### src/rtl/logicnets_layer_sequencer.sv
// Time-multiplexed LogicNets layer: one shared 6-input LUT walked over all neurons.
// Optional LOGICNETS_SEQ_LUT_PIPE_EN registers lut_out ahead of the capture.
module logicnets_layer_sequencer #(
  parameter int IN_BITS = 64,
  parameter int NEURONS = 64,
  parameter int FANIN   = 6,
  parameter int IW      = $clog2(IN_BITS),
  parameter int NW      = $clog2(NEURONS)
) (
  input  logic                  clk,
  input  logic                  rst,
  input  logic                  in_valid,
  output logic                  in_ready,
  input  logic [IN_BITS-1:0]    in_data,
  output logic [NW-1:0]         neuron_sel,
  input  logic [FANIN*IW-1:0]   conn_idx,
  output logic [FANIN-1:0]      lut_addr,
  input  logic                  lut_out,
  output logic                  out_valid,
  input  logic                  out_ready,
  output logic [NEURONS-1:0]    out_data,
  output logic                  busy
);

  typedef enum logic [1:0] {IDLE, EVAL, HOLD} state_t;

  localparam logic [NW-1:0] LAST = NW'(NEURONS - 1);

  state_t             state;
  logic [IN_BITS-1:0] in_reg;
  logic [NEURONS-1:0] res;
  logic [NEURONS-1:0] res_nxt;
  logic [IN_BITS-1:0] sh;
  logic               gather;
  logic               cap_bit;

  assign in_ready = (state == IDLE);
  assign busy     = (state == EVAL);

`ifdef LOGICNETS_SEQ_LUT_PIPE_EN
  logic          lut_q;
  logic          cap_vld;
  logic          drain;
  logic [NW-1:0] cap_sel;

  // The drain cycle only retires the last registered LUT result.
  assign gather  = busy & ~drain;
  assign cap_bit = lut_q;
`else
  logic [NW-1:0] cap_sel;

  assign gather  = busy;
  assign cap_bit = lut_out;
  assign cap_sel = neuron_sel;
`endif

  // A logical shift past the vector end yields 0, so out-of-range indices read as 0.
  always_comb begin
    lut_addr = '0;
    sh       = '0;
    for (int k = 0; k < FANIN; k++) begin
      sh          = in_reg >> conn_idx[k*IW +: IW];
      lut_addr[k] = gather & sh[0];
    end
  end

  always_comb begin
    res_nxt          = res;
    res_nxt[cap_sel] = cap_bit;
  end

  always_ff @(posedge clk or posedge rst) begin
    if (rst) begin
      state      <= IDLE;
      in_reg     <= '0;
      res        <= '0;
      out_data   <= '0;
      out_valid  <= 1'b0;
      neuron_sel <= '0;
`ifdef LOGICNETS_SEQ_LUT_PIPE_EN
      lut_q      <= 1'b0;
      cap_vld    <= 1'b0;
      drain      <= 1'b0;
      cap_sel    <= '0;
`endif
    end else begin
      unique case (state)
        IDLE: begin
          if (in_valid) begin
            in_reg     <= in_data;
            neuron_sel <= '0;
            state      <= EVAL;
`ifdef LOGICNETS_SEQ_LUT_PIPE_EN
            cap_vld    <= 1'b0;
            drain      <= 1'b0;
`endif
          end
        end
        EVAL: begin
`ifdef LOGICNETS_SEQ_LUT_PIPE_EN
          lut_q   <= lut_out;
          cap_sel <= neuron_sel;
          cap_vld <= ~drain;
          if (cap_vld)
            res <= res_nxt;
          if (drain) begin
            out_data  <= res_nxt;
            out_valid <= 1'b1;
            drain     <= 1'b0;
            state     <= HOLD;
          end else if (neuron_sel == LAST) begin
            drain <= 1'b1;
          end else begin
            neuron_sel <= neuron_sel + 1'b1;
          end
`else
          res <= res_nxt;
          if (neuron_sel == LAST) begin
            out_data  <= res_nxt;
            out_valid <= 1'b1;
            state     <= HOLD;
          end else begin
            neuron_sel <= neuron_sel + 1'b1;
          end
`endif
        end
        HOLD: begin
          if (out_ready) begin
            out_valid <= 1'b0;
            state     <= IDLE;
          end
        end
        default: state <= IDLE;
      endcase
    end
  end

endmodule

### config.mk
export PLATFORM = sky130hd
export DESIGN_NAME = logicnets_layer_sequencer
export DESIGN_NICKNAME = d
export VERILOG_FILES = /design/src/rtl/logicnets_layer_sequencer.sv
export SDC_FILE = /design/constraint.sdc
export NUM_CORES = 1
export LEC_CHECK = 0
export BUFFER_PORTS_ARGS = -buffer_cell sky130_fd_sc_hd__buf_4
export CAP_MARGIN = 20
export CORE_AREA = 5 5 188 281
export CTS_CLUSTER_DIAMETER = 150
export DETAILED_ROUTE_END_ITERATION = 6
export DIE_AREA = 0 0 193 286
export PLACE_DENSITY_LB_ADDON = 0.15
export SYNTH_ARGS = -nofsm -noshare
export SYNTH_HDL_FRONTEND = slang
export SYNTH_SLANG_ARGS = --single-unit
### constraint.sdc
create_clock -name clk -period 14.6 [get_ports clk]
set_clock_uncertainty 0.05 [all_clocks]
set_input_delay 1.46 -clock clk [delete_from_list [all_inputs] [get_ports clk]]
set_output_delay 1.46 -clock clk [all_outputs]
set_load 0.02 [all_outputs]
==> flow_metrics.env <==
export IMPL_outcome="completed"
export IMPL_met1_usage=0.1668
export IMPL_ff2ff_setup_slack_ns=11.77
export IMPL_cts_resized=0
export IMPL_critPathBufInv=2
export IMPL_crit_chain="buf_4, mux4_2, or3b_1, a31oi_1, o22ai_1, buf_4"
export IMPL_postRouteAntennaNets=0
export IMPL_total_power_uw=2780
export IMPL_grt_pass1_vias=9924
export IMPL_root_buffer="clkbuf_16"
export IMPL_cts_made_buffers=25
export IMPL_synth_seq_area_share=0.4077
export IMPL_synthArstFlopShare=1.000
export IMPL_critPathLaunchType="input pin"
export IMPL_antenna_cells=0
export IMPL_post_synth_num_cell_types=53
export IMPL_slew_viol_final=0
export IMPL_grt_ovfl_total=0
export IMPL_cellPowerDensity_nw_per_um2=187.0
export IMPL_drc_errors=0
export IMPL_gp_congestion=0.9012
export IMPL_area_growth_pct=20.47
export IMPL_reg2reg_depth=5
export IMPL_synth_seq_cells=201
export IMPL_top_usage_layer="met2"
export IMPL_cts_hold_buf=0
export IMPL_holdPathStages=1
export IMPL_syn_area_sq_um=12340
export IMPL_tightestPinTransition_ns=1.128
export IMPL_ioPinCount=184
export IMPL_synth_warnings=0
export IMPL_slew_headroom=0.2467
export IMPL_finalWirelength_um=46180
export IMPL_start_util=0.2459
export IMPL_critPathRequiredTime_ns=13.09
export IMPL_worst_path_largest_cell_delay_ns=0.53
export IMPL_insertion_delay_ns=0.53
export IMPL_p_leak_uw=0.005588
export IMPL_syn_nets=1177
export IMPL_netlist_instances=1071
export IMPL_nFillCells=5243
export IMPL_clk_path_buf_depth=3
export IMPL_grt_pass1_wl_um=68020
export IMPL_r2r_start="neuron_sel[4]$_DFFE_PP0P_"
export IMPL_multi_input_area_sq_um=6690
export IMPL_finalSetupViolCount=0
export IMPL_synthFlopType="dfrtp_1"
export IMPL_drt_iter0_drc=500
export IMPL_rows=101
export IMPL_clock_sinks=201
export IMPL_fin_tns_setup_ns=0
export IMPL_placed_area_sq_um=14020
export IMPL_post_route_min_period_ns=4.558
export IMPL_cp_arrival_ns=3.05
export IMPL_portBuffers=183
export IMPL_die_h_um=286
export IMPL_die_area_sq_um=55200
export IMPL_grt_usage=0.1649
export IMPL_slowest_stage="mux4_2"
export IMPL_hp_class="flop to flop"
export IMPL_path_clk_slew_ns=0.06
export IMPL_register_area_sq_um=5030
export IMPL_cts_tree="yes"
export IMPL_wl_per_cell_um=24.71
export IMPL_fmax_mhz=219.4
export IMPL_htree_levels=1
export IMPL_grt_start_max_net_pins=91
export IMPL_nNetsFinal=1290
export IMPL_use_met2=0.3207
export IMPL_postCtsSetupBuffers=0
export IMPL_utilization=0.2962
export IMPL_antenna_found_initial=0
export IMPL_die_w_um=193
export IMPL_core_sq_um=50170
export IMPL_finalHoldViolCount=0
export IMPL_min_period_over_period=0.3122
export IMPL_hold_ws_ns=0.4468
export IMPL_avgViaCountPerCell=4.987
export IMPL_critPathMostFrequentCell="buf_4"
export IMPL_postSynthAreaPerCell_sq_um=11.52
export IMPL_vias=9320
export IMPL_reg2reg_to="out_data[29]$_DFFE_PP0P_"
export IMPL_first_pass_iters=4
export IMPL_vdd_ir_drop_worst_mv=0.08536
export IMPL_crit_fanout=16
export IMPL_layout_drive_gt1_share=0.3883
export IMPL_crit_family="multiplexers"
export IMPL_whs_endpoint="res[25]$_DFFE_PP0P_"
export IMPL_endpoint_kind="output port"
export IMPL_final_area_sq_um=14860
export IMPL_drv_cap=0
export IMPL_grt_use_met3=0.02734
export IMPL_synth_edf_count=0
export IMPL_rsz0062_at_grt="false"
export IMPL_hold_path_startpoint="res[25]$_DFFE_PP0P_"
export IMPL_crit_type="input pin to output port"
export IMPL_place_hpwl_um=34110
## cells by family after synthesis
family,count (synthesis),share of synthesized area
and+or+nand+nor,327,0.1266
muxes,284,0.3442
DFF,201,0.4077
AOI/OAI and AO/OA,144,0.06775
buffers and inverters,111,0.05061
xor gates and xnor gates,3,0.002130
adders and majority gates,1,0.001014
## through the flow
stage	worst slack [ns]	cells
after floorplan	7.608	1071
after global placement	10.04	1824
after detailed placement	10.04	1824
after CTS	10.04	1867
after global routing	9.948	1869
final	10.04	1869
## final cells by class
class	instances	share of cell area
clock buffer	37	0.04715
clock inverter	6	0.007493
inverter	3	0.001263
multi-input combinational	759	0.4502
sequential	201	0.3384
tap	669	0.05632
timing repair buffer	194	0.09917
## where the power goes
part / internal [uW] / switching (uW) / total (uW)
Clock: 383 / 253 / 636
Sequential: 756 / 402 / 1160
Combinational: 537 / 449 / 987
Total: 1680 / 1100 / 2780
## worst reg2reg max path, stage by stage, from the launching register on
cell and delay (ns):
dfrtp_1 0.67, nand3_1 0.65, nor3_4 0.35, buf_4 0.70, nor2_1 0.19, a21oi_1 0.14
## per-layer routing
layer	vias up	part of all wire	wire length [um]
met5	-	0	0
met4	0	0.053	2432
met3	130	0.048	2233
met2	329	0.56	25940
met1	4664	0.34	15580
li1	4197	-	-
## layout by cell type, fill, tap and decap left out, types with 2 or more instances in the layout
cell         n
or2_2        6
o22ai_1      7
a211oi_1     7
nor4b_1      2
o21bai_1     2
clkbuf_16   25
a21oi_1     52
nor2_1     161
mux2i_1     56
o32ai_1      2
nor3b_1     18
nand2b_1     6
and3_1       2
nor3b_2      3
clkbuf_8     3
o21ai_0     33
nor4_1       3
nand3b_1     5
bufinv_16    3
buf_4      192
a31oi_1     29
mux4_2      86
o2111ai_1    5
clkbuf_1     9
or3b_1       6
or3_1        5
nand3_1     33
nand4bb_1    2
nand2_1     43
o21ai_1      3
dfrtp_1    201
nor3_1      20
nor2_2       3
mux4_1      10
xor2_1       3
mux2_2     132
## synth_stat cells (all sizes together) (3+ instances only)
cell type	number	area (sq um)
nor3	22	120.1
nor2	164	623.1
clkbuf	42	178.9
mux2i	56	560.5
o22ai	7	43.79
o21ai	36	180.2
nand2b	6	37.54
or3	5	31.28
nor4	3	18.77
a21oi	52	260.3
nand3	33	165.2
o2111ai	5	43.79
buf	66	434.2
mux2	132	1486
xor2	3	26.28
nand3b	6	48.80
dfrtp	201	5030
or2	7	43.80
a31oi	29	181.4
mux4	96	2200
a211oi	7	52.55
or3b	7	61.31
nor3b	21	172.7
nand2	44	167.7
## worst max path at each step
| stage | from | to | slack, ns | depth (start not counted) |
|---|---|---|---|---|
| 2_1_floorplan | rst | in_reg[0]$_DFFE_PP0P_ | 7.61 | 1 |
| 3_3_place_gp | conn_idx[25] | lut_addr[4] | 10.04 | 6 |
| 3_5_place_dp | conn_idx[1] | lut_addr[0] | 10.04 | 6 |
| 4_1_cts | conn_idx[1] | lut_addr[0] | 10.04 | 6 |
| 5_1_grt | conn_idx[25] | lut_addr[4] | 9.95 | 6 |
| 6_report | conn_idx[1] | lut_addr[0] | 10.04 | 6 |
No activity file was read; power rests on OpenSTA's default activity.
